`config.mk`:
```
export PLATFORM = sky130hd
export DESIGN_NAME = call_ret_ctrl_flat
export DESIGN_NICKNAME = d
export VERILOG_FILES = /design/src/rtl/call_ret_if.sv /design/src/rtl/call_ret_ctrl.sv /design/src/flat_wrapper.sv
export SDC_FILE = /design/constraint.sdc
export NUM_CORES = 1
export LEC_CHECK = 0
export BUFFER_PORTS_ARGS = -buffer_cell sky130_fd_sc_hd__clkbuf_2
export CAP_MARGIN = 5
export CORE_ASPECT_RATIO = 0.5
export CORE_MARGIN = 5
export CORE_UTILIZATION = 35
export CTS_CLUSTER_DIAMETER = 100
export CTS_CLUSTER_SIZE = 16
export DETAILED_ROUTE_END_ITERATION = 10
export GPL_TIMING_DRIVEN = 0
export PLACE_DENSITY_LB_ADDON = 0.1
export SYNTH_ARGS = -nofsm -noshare
export SYNTH_HDL_FRONTEND = slang
export SYNTH_SLANG_ARGS = --single-unit
```
`constraint.sdc`:
```
create_clock -name clk -period 1.8 [get_ports clk]
set_input_delay 0.36 -clock clk [delete_from_list [all_inputs] [get_ports clk]]
set_output_delay 0.36 -clock clk [all_outputs]
set_load 0.01 [all_outputs]
```
`src/rtl/call_ret_if.sv`:
```
// Decode/stack/fetch-side bundle for call_ret_ctrl.
// slave is the sequencer's view; master is the decode, stack and fetch side.
interface call_ret_if #(
    parameter int WIDTH = 18,
    parameter int DEPTH = 32768
);
    localparam int DW = $clog2(DEPTH) + 1;

    logic             req_valid;
    logic             req_ready;
    logic [1:0]       req_op;
    logic [WIDTH-1:0] req_pc;
    logic [WIDTH-1:0] req_target;
    logic             stk_push;
    logic             stk_pop;
    logic [WIDTH-1:0] stk_wdata;
    logic [WIDTH-1:0] stk_top;
    logic             pc_valid;
    logic [WIDTH-1:0] pc_next;
    logic [DW-1:0]    depth;
    logic             err_overflow;
    logic             err_underflow;

    modport slave (
        input  req_valid, req_op, req_pc, req_target, stk_top,
        output req_ready, stk_push, stk_pop, stk_wdata, pc_valid, pc_next,
               depth, err_overflow, err_underflow
    );

    modport master (
        output req_valid, req_op, req_pc, req_target, stk_top,
        input  req_ready, stk_push, stk_pop, stk_wdata, pc_valid, pc_next,
               depth, err_overflow, err_underflow
    );
endinterface

```
`src/rtl/call_ret_ctrl.sv`:
```
// Call/return sequencer driving the return-address stack and redirecting fetch.
// Define STACK_GUARD_EN to enable the depth counter and overflow/underflow guard.
module call_ret_ctrl #(
    parameter int WIDTH       = 18,
    parameter int DEPTH       = 32768,
    parameter int POP_LATENCY = 1
) (
    input logic      clk,
    input logic      rst,
    call_ret_if.slave bus
);
    localparam int DW = $clog2(DEPTH) + 1;

    localparam logic [1:0] OP_SEQ  = 2'b00;
    localparam logic [1:0] OP_CALL = 2'b01;
    localparam logic [1:0] OP_RET  = 2'b10;
    localparam logic [1:0] OP_JUMP = 2'b11;

    typedef enum logic [1:0] {IDLE, PUSH, POPW} state_t;

    state_t           state_q, state_d;
    logic [2:0]       cnt_q, cnt_d;
    logic             push_q, push_d;
    logic             pop_q, pop_d;
    logic             pcv_q, pcv_d;
    logic [WIDTH-1:0] wdata_q, wdata_d;
    logic [WIDTH-1:0] pcn_q, pcn_d;
    logic [WIDTH-1:0] pc_inc;
    logic             accept;
    logic             full;
    logic             empty;

`ifdef STACK_GUARD_EN
    logic [DW-1:0] depth_q, depth_d;
    logic          ovf_q, ovf_d;
    logic          udf_q, udf_d;

    assign full  = (depth_q == DW'(DEPTH));
    assign empty = (depth_q == '0);
`else
    assign full  = 1'b0;
    assign empty = 1'b0;
`endif

    // Wraps modulo 2^WIDTH; the carry is intentionally dropped.
    assign pc_inc = bus.req_pc + WIDTH'(1);
    assign accept = bus.req_valid && (state_q == IDLE);

    always_comb begin
        state_d = state_q;
        cnt_d   = cnt_q;
        push_d  = 1'b0;
        pop_d   = 1'b0;
        pcv_d   = 1'b0;
        wdata_d = wdata_q;
        pcn_d   = pcn_q;
`ifdef STACK_GUARD_EN
        depth_d = depth_q;
        ovf_d   = ovf_q;
        udf_d   = udf_q;
`endif
        case (state_q)
            IDLE: if (accept) begin
                case (bus.req_op)
                    OP_SEQ: begin
                        pcn_d = pc_inc;
                        pcv_d = 1'b1;
                    end
                    OP_JUMP: begin
                        pcn_d = bus.req_target;
                        pcv_d = 1'b1;
                    end
                    OP_CALL: begin
                        pcv_d = 1'b1;
                        if (full) begin
                            // Refused call falls through to the next instruction.
                            pcn_d = pc_inc;
`ifdef STACK_GUARD_EN
                            ovf_d = 1'b1;
`endif
                        end else begin
                            push_d  = 1'b1;
                            wdata_d = pc_inc;
                            pcn_d   = bus.req_target;
                            state_d = PUSH;
`ifdef STACK_GUARD_EN
                            depth_d = depth_q + DW'(1);
`endif
                        end
                    end
                    OP_RET: begin
                        if (empty) begin
                            pcn_d = pc_inc;
                            pcv_d = 1'b1;
`ifdef STACK_GUARD_EN
                            udf_d = 1'b1;
`endif
                        end else begin
                            pop_d   = 1'b1;
                            cnt_d   = 3'(POP_LATENCY);
                            state_d = POPW;
`ifdef STACK_GUARD_EN
                            depth_d = depth_q - DW'(1);
`endif
                        end
                    end
                    default: ;
                endcase
            end
            PUSH: state_d = IDLE;
            POPW: begin
                // Counter hits 0 at edge N+POP_LATENCY; stk_top is taken one edge later.
                if (cnt_q == 3'd0) begin
                    pcn_d   = bus.stk_top;
                    pcv_d   = 1'b1;
                    state_d = IDLE;
                end else begin
                    cnt_d = cnt_q - 3'd1;
                end
            end
            default: state_d = IDLE;
        endcase
    end

    always_ff @(posedge clk) begin
        if (rst) begin
            state_q <= IDLE;
            cnt_q   <= '0;
            push_q  <= 1'b0;
            pop_q   <= 1'b0;
            pcv_q   <= 1'b0;
            wdata_q <= '0;
            pcn_q   <= '0;
`ifdef STACK_GUARD_EN
            depth_q <= '0;
            ovf_q   <= 1'b0;
            udf_q   <= 1'b0;
`endif
        end else begin
            state_q <= state_d;
            cnt_q   <= cnt_d;
            push_q  <= push_d;
            pop_q   <= pop_d;
            pcv_q   <= pcv_d;
            wdata_q <= wdata_d;
            pcn_q   <= pcn_d;
`ifdef STACK_GUARD_EN
            depth_q <= depth_d;
            ovf_q   <= ovf_d;
            udf_q   <= udf_d;
`endif
        end
    end

    assign bus.req_ready = (state_q == IDLE);
    assign bus.stk_push  = push_q;
    assign bus.stk_pop   = pop_q;
    assign bus.stk_wdata = wdata_q;
    assign bus.pc_valid  = pcv_q;
    assign bus.pc_next   = pcn_q;
`ifdef STACK_GUARD_EN
    assign bus.depth         = depth_q;
    assign bus.err_overflow  = ovf_q;
    assign bus.err_underflow = udf_q;
`else
    assign bus.depth         = '0;
    assign bus.err_overflow  = 1'b0;
    assign bus.err_underflow = 1'b0;
`endif
endmodule

```
`src/flat_wrapper.sv`:
```
// flat-port wrapper written by rule: the top's interface ports become plain ports
module call_ret_ctrl_flat 
#(
    parameter int WIDTH       = 18,
    parameter int DEPTH       = 32768,
    parameter int POP_LATENCY = 1
)
  (clk, rst, bus_req_valid, bus_req_op, bus_req_pc, bus_req_target, bus_stk_top, bus_req_ready, bus_stk_push, bus_stk_pop, bus_stk_wdata, bus_pc_valid, bus_pc_next, bus_depth, bus_err_overflow, bus_err_underflow);
  call_ret_if #(.WIDTH(WIDTH), .DEPTH(DEPTH)) bus_i ();
  input logic clk;
  input logic rst;
  input wire logic [$bits(bus_i.req_valid)-1:0] bus_req_valid;
  input wire logic [$bits(bus_i.req_op)-1:0] bus_req_op;
  input wire logic [$bits(bus_i.req_pc)-1:0] bus_req_pc;
  input wire logic [$bits(bus_i.req_target)-1:0] bus_req_target;
  input wire logic [$bits(bus_i.stk_top)-1:0] bus_stk_top;
  output wire logic [$bits(bus_i.req_ready)-1:0] bus_req_ready;
  output wire logic [$bits(bus_i.stk_push)-1:0] bus_stk_push;
  output wire logic [$bits(bus_i.stk_pop)-1:0] bus_stk_pop;
  output wire logic [$bits(bus_i.stk_wdata)-1:0] bus_stk_wdata;
  output wire logic [$bits(bus_i.pc_valid)-1:0] bus_pc_valid;
  output wire logic [$bits(bus_i.pc_next)-1:0] bus_pc_next;
  output wire logic [$bits(bus_i.depth)-1:0] bus_depth;
  output wire logic [$bits(bus_i.err_overflow)-1:0] bus_err_overflow;
  output wire logic [$bits(bus_i.err_underflow)-1:0] bus_err_underflow;
  assign bus_i.req_valid = bus_req_valid;
  assign bus_i.req_op = bus_req_op;
  assign bus_i.req_pc = bus_req_pc;
  assign bus_i.req_target = bus_req_target;
  assign bus_i.stk_top = bus_stk_top;
  assign bus_req_ready = bus_i.req_ready;
  assign bus_stk_push = bus_i.stk_push;
  assign bus_stk_pop = bus_i.stk_pop;
  assign bus_stk_wdata = bus_i.stk_wdata;
  assign bus_pc_valid = bus_i.pc_valid;
  assign bus_pc_next = bus_i.pc_next;
  assign bus_depth = bus_i.depth;
  assign bus_err_overflow = bus_i.err_overflow;
  assign bus_err_underflow = bus_i.err_underflow;
  call_ret_ctrl #(.WIDTH(WIDTH), .DEPTH(DEPTH), .POP_LATENCY(POP_LATENCY)) u_core (.clk(clk), .rst(rst), .bus(bus_i));
endmodule
```
### After elaboration in Yosys (flattened, before gate mapping)

Index checks and enable logic that the tools add are counted.

* register bits: 44
* output and inout port bits: 58

* muxes and demuxes: 18
* add/sub/neg operators: 2
* bitwise operators: 2
* equal/unequal tests: 10
* reductions and logical operators: 12

Operators by type and width (count)
* $pmux W18 S2: 2
* $mux W18: 2
* $add A18 B1 Y18 const B: 1
* $mux W3: 3
* $pmux W2 S2: 2
* $reduce_and A4 Y1: 2
* $eq A2 B2 Y1 const B: 3
* $ne A2 B1 Y1 const B: 3
* $pmux W3 S2: 1
* $reduce_and A3 Y1: 2
* $reduce_or A3 Y1: 2
* $logic_not A2 Y1: 2
* $mux W1: 4
* $mux W2: 2
* $ne A2 B2 Y1 const B: 2
* $pmux W1 S2: 2
* $logic_not A3 Y1: 1
* $ne A3 B1 Y1 const B: 1
* $sub A3 B1 Y3 const B: 1
* $eq A2 B1 Y1 const B: 1
* $not A1 Y1: 2
* $reduce_bool A2 Y1: 1
* $reduce_or A2 Y1: 1
* $logic_and A1 B1 Y1: 1

### Longest topological paths before layout

Gate-level depths: netlist of run 1.

* depth in word-level cells: 5
* mapped depth: 9
* mapped depth without buffers: 7

### Worst setup path after synthesis of run 1

Ideal clock, no wire load.

* path kind: input-to-reg
* start point: input bus_req_pc[0]
* end point: register u_core.pcn_q[6] (netlist: u_core.bus.pc_next[6])
* buffers on the path: 1
* stages: 7
* data arrival time: 1642 ps
* setup slack: 98 ps
* required time: 1740 ps
* cells stage by stage: ha_1 -> and3_1 -> clkbuf_1 -> nand3_1 -> xor2_1 -> a2111oi_0 -> a311o_1

* word-level cells in the longest chain between the ends: 4

RTL lines
* start, declared: RTL line flat_wrapper.sv:14 `input wire logic [$bits(bus_i.req_pc)-1:0] bus_req_pc;`
* $add A18 B1 Y18: RTL line call_ret_ctrl.sv:46 `assign pc_inc = bus.req_pc + WIDTH'(1);`
* $pmux W18 S2: RTL line call_ret_ctrl.sv:64 `case (bus.req_op)`
* $mux W18: RTL line call_ret_ctrl.sv:63 `IDLE: if (accept) begin`
* $pmux W18 S2: RTL line call_ret_ctrl.sv:62 `case (state_q)`
* end signal, assigned: RTL line call_ret_ctrl.sv:146 `pcn_q <= pcn_d;`
* end, declared: RTL line call_ret_ctrl.sv:27 `logic [WIDTH-1:0] pcn_q, pcn_d;`

No other way between the ends. The select of a mux whose other input is x is not followed.
A chain may end at the register's enable or synchronous reset.

### Worst setup path after layout of run 1

* start point: register u_core.cnt_q[0]
* end point: register u_core.pcn_q[16] (netlist: u_core.bus.pc_next[16])

* word-level cells in the longest chain between the ends: 3

RTL lines
* start, declared: RTL line call_ret_ctrl.sv:22 `logic [2:0] cnt_q, cnt_d;`
* start signal, assigned: RTL line call_ret_ctrl.sv:141 `cnt_q <= cnt_d;`
* $logic_not A3 Y1: RTL line call_ret_ctrl.sv:113 `if (cnt_q == 3'd0) begin`
* $ne A2 B1 Y1 (no line)
* $reduce_and A4 Y1 (no line)

No other way between the ends.

==> results of run 1 <==
-- cells in the final DEF, fill, tap and decap left out, types with 5 or more instances in the layout --
cell	count
sky130_fd_sc_hd__clkbuf_2	100
sky130_fd_sc_hd__nor2_1	45
sky130_fd_sc_hd__dfxtp_1	41
sky130_fd_sc_hd__nand2_1	25
sky130_fd_sc_hd__buf_4	22
sky130_fd_sc_hd__conb_1	18
sky130_fd_sc_hd__a21oi_1	16
sky130_fd_sc_hd__a211oi_1	13
sky130_fd_sc_hd__clkbuf_1	10
sky130_fd_sc_hd__nor3_1	10
sky130_fd_sc_hd__xor2_1	8
sky130_fd_sc_hd__xnor2_1	7
sky130_fd_sc_hd__nand4_1	7
sky130_fd_sc_hd__nand3_1	6
sky130_fd_sc_hd__clkbuf_16	6
sky130_fd_sc_hd__and4_1	5
sky130_fd_sc_hd__and3_1	5
-- power groups by stage --
| stage | logic [uW] | registers [uW] | clock network [uW] |
|---|---|---|---|
| floorplan | 289 | 1120 | 0 |
| global placement | 527 | 1100 | 0 |
| detailed placement | 534 | 1100 | 0 |
| CTS | 549 | 1080 | 937 |
| global route | 649 | 1090 | 988 |
| finish | 590 | 1080 | 918 |
-- layer usage --
layer / share of wire / vias up
met2: 0.44 / 82
met1: 0.46 / 1186
met3: 0.086 / 9
met5: 0 / -
met4: 0.0091 / 0
li1: - / 1294
-- flip-flops by register name, summed over array words and instances (netlist names) --
signal                cells
u_core.bus.pc_next       18
u_core.bus.pc_valid       1
u_core.bus.stk_pop        1
u_core.bus.stk_push       1
u_core.bus.stk_wdata     18
u_core.cnt_q              3
u_core.state_q            2
-- area by class of cell --
class / instances / area [um2]
plain buffers: 41 / 272
clock buffers: 8 / 146
fillers: 701 / 3340
inverters: 7 / 26.3
multi-input cells: 230 / 1440
flip-flops and latches: 44 / 885
well taps: 92 / 115
repair buffers: 101 / 536
-- cells by family (layout without fill, tap and decap cells) --
group,Yosys count,in the layout
AND/OR/NAND/NOR,125,125
AO/OA/AOI/OAI,59,59
buffers and inverters,49,157
flip-flops,44,44
XOR/XNOR,17,17
multiplexers,8,8
adder cells (fa/ha/maj),3,3
other,1,18
-- per-stage QoR --
| stage | cell area, um2 | hold slack [ps] | std cells | setup slack, ps | power, uW |
|---|---|---|---|---|---|
| global route | 3410 | 357 | 523 | -36.8 | 2720 |
| finish | 3410 | 357 | 523 | 16.4 | 2590 |
| floorplan | 2530 | 448 | 323 | 98.1 | 1410 |
| CTS | 3310 | 351 | 518 | -2.47 | 2570 |
| detailed placement | 3130 | 452 | 511 | -495 | 1630 |
| global placement | 3130 | 443 | 511 | -406 | 1620 |
-- timing repair --
action                                  in CTS  in global routing
pin swaps                                    0                  3
endpoints found under the setup margin      34                 35
cloned                                       0                  1
gates resized for setup                     15                 20
setup buffers                                0                  4
hold buffers                                 0                  0
-- worst max-delay path: stages, from the launching register on --
cell                        delay, ps
sky130_fd_sc_hd__dfxtp_2          330
sky130_fd_sc_hd__inv_2             50
sky130_fd_sc_hd__ha_1             140
sky130_fd_sc_hd__nand2b_1          90
sky130_fd_sc_hd__a2bb2oi_2        150
sky130_fd_sc_hd__or2_4            240
sky130_fd_sc_hd__buf_4            140
sky130_fd_sc_hd__or4_1            460
sky130_fd_sc_hd__o22ai_1          110
-- worst max-delay path by stage --
stage | startpoint | end | slack [ps] | depth (start not counted)
final | u_core.cnt_q[0] | u_core.bus.pc_next[16] | 20 | 8
after global routing | u_core.cnt_q[0] | u_core.bus.pc_next[10] | -40 | 9
after CTS | u_core.cnt_q[0] | u_core.bus.pc_next[5] | -2 | 8
after detailed placement | bus_req_pc[0] | u_core.bus.pc_next[8] | -500 | 8
after global placement | bus_req_pc[0] | u_core.bus.pc_next[8] | -410 | 8
after floorplan | bus_req_pc[0] | u_core.bus.pc_next[6] | 100 | 7
==> run summary, run 1 <==
### Floorplan
- **vertical die dimension** 69.4 um
- **Die Outline Area** 8930 um2
- **initial core utilization** 0.365
- **area inside the core boundary** 6750 um2
- **width of the chip** 129 um
- **Core Rows** 21
- **number of top-level pins** 117

### Logic synthesis
- **Yosys cell types** 50
- **register area share after synthesis** 0.357
- **flip-flop and latch count after synthesis** 44
- **post-synthesis xor/xnor area fraction** 0.0604
- **Adder-Cell Fraction of Synth Area** 0.0152
- **share of synthesized cell area in and, or, nand and nor gates** 0.248
- **Compound-Gate Fraction of Synth Area** 0.174
- **Area contributors post-synth** sky130_fd_sc_hd__dfxtp_1, sky130_fd_sc_hd__nor2_1, sky130_fd_sc_hd__buf_4, sky130_fd_sc_hd__a211oi_1, sky130_fd_sc_hd__nand2_1
- **largest family of logic cells by synthesized area** simple AND/OR/NAND/NOR gates
- **synthesized netlist cell count** 306
- **Synth top cells by count** sky130_fd_sc_hd__nor2_1, sky130_fd_sc_hd__dfxtp_1, sky130_fd_sc_hd__nand2_1
- **combined area of all synthesized cells** 2470 um2
- **most common flop cell mapped by yosys** sky130_fd_sc_hd__dfxtp_1
- **largest area contributor in the netlist** sky130_fd_sc_hd__dfxtp_1
- **number of warnings reported in the yosys synthesis log** 0
- **fraction of synthesis flops using an asynchronous set or reset pin** 0
- **fraction of synthesized cell area taken by the top area cell type** 0.357
- **multiplexer share of the synthesized area** 0.0345
- **number of flops mapped to enable cells by yosys** 0
- **cell with the most instances after synthesis** sky130_fd_sc_hd__nor2_1
- **Avg Synthesized Cell Area** 8.06 um2

### Pwr
- **proportion of power drawn by combinational gates** 0.228
- **LEAKAGE** 0.00157 uW
- **Int Pwr** 1870 uW
- **share of power burned in the clock network** 0.355
- **fraction of power consumed by sequential logic** 0.417
- **switching power total** 722 uW
- **Max rail drop VDD** 0.367 mV
- **Power Density** 758 nW/um2
- **switch share** 0.279

### STA
- **Hold Vio Cnt, Final** 0
- **clock tree skew after final layout** 3.09 ps
- **transition at the pin with the smallest max-transition slack** 558 ps
- **setup repair after global routing missed its margin** true
- **FMAX** 561 MHz
- **setup tns final** 0 ps
- **minimum clock period after layout** 1780 ps
- **share of the cycle needed by the critical path after routing** 0.991
- **final setup violating endpoints** 0
- **Final Max Slew Viols** 0
- **worst-case headroom to the max-slew limit** 0.628

### Clock network
- **CTS tree** built
- **clock network latency to the later pin of the worst-skew pair** 280 ps
- **CTS clock-pin slew for the worst setup and hold paths** 60 ps
- **maximum buffer depth of the clock tree** 2
- **number of clock sinks seen by CTS** 44
- **clock buffer count from CTS** 5
- **Clock H-tree levels** 2
- **clock root buffer** sky130_fd_sc_hd__clkbuf_16

### Final layout
- **number of nets at the end of the flow** 492
- **total inserted antenna cells** 0
- **P&R area growth vs syn** 38.5%
- **Util after Layout** 0.506
- **fraction of final layout cells with drive strength greater than 1** 0.374

### Global route
- **maximum number of pins on one net before global-route repair** 13
- **via count of the first global-routing pass** 2,484
- **Remaining Overflow, GRT** 0
- **met1 global-route usage** 0.249
- **most crowded layer after global routing** met2
- **overall fraction of global-route tracks in use** 0.177
- **met3 track utilization from global routing** 0.0492
- **number of antenna violations at the first check in global routing** 0
- **global-route wire length before repair** 12,500 um
- **met2 demand-to-capacity share in global routing** 0.265

### Setup path
- **length in cells of the worst reg-to-reg path** 8
- **WP data arrival** 1990 ps
- **startpoint kind of the worst setup timing path** flop
- **crit path max fanout** 3
- **critical path capture point type** flop
- **worst reg2reg startpoint** u_core.cnt_q[0]
- **critical setup path kind** reg2reg
- **required time reported for the critical path endpoint** 2010 ps
- **worst reg2reg path endpoint** u_core.bus.pc_next[16]
- **worst reg2reg setup slack** 20 ps

### Drt
- **via total after detailed routing** 2,571
- **Post-route DRC** 0
- **length of the first detailed-routing pass in iterations** 4
- **violation count after the first detailed-route iteration** 157
- **post-detailed-routing wire length** 8130 um
- **remaining antenna violation count** 0
- **routed length per instance** 15.5 um
- **ratio of routed vias to standard cells** 4.92

### Flow run
- **max_cap viols** 0

### Placement
- **final RePlAce weighted congestion** 0.901
- **Port Buffer Count** 96
- **detailed placement HPWL** 6550 um

### Status
- **status** finished, final reports clean

### Min path
- **Hold Crit Start** bus_stk_top[11]
- **Hold/Removal Path Class** in2reg
- **Hold Path Sink** u_core.bus.pc_next[11]
- **worst hold stages** 3

No activity file was read; power rests on OpenSTA's default activity.
==> run 2: changes to the inputs <==
- ABC_AREA: not set -> 1
==> run summary, run 2 <==
### Logic synthesis
- **register area share after synthesis** 0.344
- **Yosys cell types** 33
- **synthesized netlist cell count** 389
- **Avg Synthesized Cell Area** 6.57 um2
- **largest area contributor in the netlist** sky130_fd_sc_hd__dfxtp_1
- **Synth top cells by count** sky130_fd_sc_hd__nand2_1, sky130_fd_sc_hd__nor2_1, sky130_fd_sc_hd__dfxtp_1
- **most common flop cell mapped by yosys** sky130_fd_sc_hd__dfxtp_1
- **cell with the most instances after synthesis** sky130_fd_sc_hd__nand2_1
- **flip-flop and latch count after synthesis** 44
- **combined area of all synthesized cells** 2560 um2
- **number of warnings reported in the yosys synthesis log** 0
- **number of flops mapped to enable cells by yosys** 0
- **fraction of synthesized cell area taken by the top area cell type** 0.344
- **fraction of synthesis flops using an asynchronous set or reset pin** 0
- **Area contributors post-synth** sky130_fd_sc_hd__dfxtp_1, sky130_fd_sc_hd__nand2_1, sky130_fd_sc_hd__nor2_1, sky130_fd_sc_hd__o21ai_0, sky130_fd_sc_hd__a21oi_1

### Drt
- **remaining antenna violation count** 0
- **length of the first detailed-routing pass in iterations** 4
- **violation count after the first detailed-route iteration** 203
- **post-detailed-routing wire length** 8050 um
- **Post-route DRC** 0
- **via total after detailed routing** 2,727
- **ratio of routed vias to standard cells** 4.49
- **routed length per instance** 13.2 um

### Global route
- **met2 demand-to-capacity share in global routing** 0.280
- **overall fraction of global-route tracks in use** 0.173
- **via count of the first global-routing pass** 2,502
- **most crowded layer after global routing** met2
- **maximum number of pins on one net before global-route repair** 15
- **number of antenna violations at the first check in global routing** 0
- **met3 track utilization from global routing** 0.0397
- **Remaining Overflow, GRT** 0
- **met1 global-route usage** 0.241
- **global-route wire length before repair** 12,400 um

### Setup path
- **critical path capture point type** flop
- **cells along the critical path** inv_1 -> ha_1 -> a21oi_2 -> nor2_1 -> and2_1 -> buf_6 -> buf_4 -> o21ai_0 -> a21oi_1
- **slowest cell delay on critical path** 340 ps
- **WP data arrival** 1810 ps
- **required time reported for the critical path endpoint** 1970 ps
- **crit path max fanout** 10
- **critical-path cell with the highest stage delay** sky130_fd_sc_hd__dfxtp_1
- **critical setup path kind** reg2reg
- **startpoint kind of the worst setup timing path** flop

### Final layout
- **number of nets at the end of the flow** 573
- **P&R area growth vs syn** 32.9%
- **most common library cell in the layout ignoring fill and taps** sky130_fd_sc_hd__clkbuf_2
- **area used by multi-input combinational logic** 1360 um2
- **commonest non-fill, non-tap cells in the layout** sky130_fd_sc_hd__clkbuf_2, sky130_fd_sc_hd__nand2_1, sky130_fd_sc_hd__nor2_1
- **total inserted antenna cells** 0
- **fraction of final layout cells with drive strength greater than 1** 0.293
- **Filler Cells Inserted** 812
- **non-filler cells in the finished layout** 608
- **Util after Layout** 0.471
- **final std cell area, no fill** 3400 um2
- **FF/Latch Area** 881 um2

### Floorplan
- **vertical die dimension** 70.4 um
- **Die Outline Area** 9220 um2
- **Core Rows** 22
- **initial core utilization** 0.355
- **area inside the core boundary** 7210 um2
- **number of top-level pins** 117
- **width of the chip** 131 um

### STA
- **transition at the pin with the smallest max-transition slack** 595 ps
- **Hold Vio Cnt, Final** 0
- **clock tree skew after final layout** 4.06 ps
- **setup repair after global routing missed its margin** false
- **share of the cycle needed by the critical path after routing** 0.911
- **final setup slack of the worst path** 161 ps
- **WHS** 302 ps
- **FMAX** 610 MHz
- **final setup violating endpoints** 0
- **worst-case headroom to the max-slew limit** 0.603
- **minimum clock period after layout** 1640 ps
- **Final Max Slew Viols** 0

### Pwr
- **Max rail drop VDD** 0.347 mV
- **Power Density** 796 nW/um2
- **LEAKAGE** 0.00184 uW

### Clock network
- **Post-CTS Hold Buffers** 0
- **number of setup buffers added after CTS** 0
- **maximum buffer depth of the clock tree** 2
- **number of clock sinks seen by CTS** 44
- **clock buffer count from CTS** 5
- **clock network latency to the later pin of the worst-skew pair** 290 ps
- **CTS tree** built
- **Clock H-tree levels** 2
- **clock root buffer** sky130_fd_sc_hd__clkbuf_16
- **CTS clock-pin slew for the worst setup and hold paths** 60 ps
- **quantity of gates resized following cts** 0

### Min path
- **Hold/Removal Path Class** in2reg

### Placement
- **placed insts** 600
- **Cell Area, Placed** 3230 um2
- **Port Buffer Count** 98
- **detailed placement HPWL** 6570 um
- **worst setup slack after placement** -16.1 ps
- **final RePlAce weighted congestion** 0.823

### Flow run
- **max_cap viols** 0

### Status
- **status** finished, final reports clean

[run 2: cell types whose count changed in the layout (fill, tap and decap cells not counted), sizes merged, moves of 8 or more]
cell,delta
a21oi,+21
clkbuf,-8
nand2,+56
nor3,-8
inv,+33
nor2,+16
o21ai,+47
a211oi,-12
[run 2: logic make-up after synthesis]
| family | synth area share |
|---|---|
| AOI/OAI and AO/OA | 0.196 |
| xor gates and xnor gates | 0.0274 |
| adders and majority gates | 0.0147 |
| buffers and inverters | 0.149 |
| DFF | 0.344 |
| other | 0.00147 |
| and+or+nand+nor | 0.267 |
[run 2: final cells by class]
class | instances | area share
Multi-Input combinational cell | 287 | 0.400
Tap cell | 96 | 0.0353
Buffer | 34 | 0.0662
Inverter | 41 | 0.0460
Clock inverter | 3 | 0.0125
Timing Repair Buffer | 98 | 0.144
Clock buffer | 5 | 0.0368
Sequential cell | 44 | 0.259
[run 2: critical path: cells and delay by family, from the launching register on]
family          cells  cell delay, ps
compound gates      3             390
buf+inv             3             350
flops               1             340
simple gates        2             210
fa+ha+maj           1             200
[run 2: final timing paths]
path / start / endpoint / slack [ps] / cells after the start
worst max-delay path: u_core.cnt_q[0] / u_core.bus.pc_next[12] / 160 / 9
worst min-delay path: bus_req_pc[0] / u_core.bus.stk_wdata[0] / 300 / 2
worst max register to register: u_core.cnt_q[0] / u_core.bus.pc_next[12] / 160 / 9
worst min register to register: u_core.bus.pc_next[2] / u_core.bus.pc_next[2] / 470 / 2
[run 2: per-layer routing]
metal | wire length (um) | up-vias
met2 | 3700 | 77
met4 | 30 | 0
li1 | - | 1447
met1 | 3770 | 1198
met5 | 0 | -
met3 | 545 | 5
[run 2: report_power, final]
part | switching, uW | leakage, uW | internal [uW]
logic | 348 | 0.00140 | 241
clock network | 379 | 0.0000798 | 652
registers | 37.9 | 0.000362 | 1050
total | 765 | 0.00184 | 1940
[run 2: metrics by stage]
stage	setup TNS (ps)	power [uW]
floorplan	0	1460
global placement	0	1690
detailed placement	-16.1	1690
CTS	0	2730
global route	0	2850
finish	0	2710
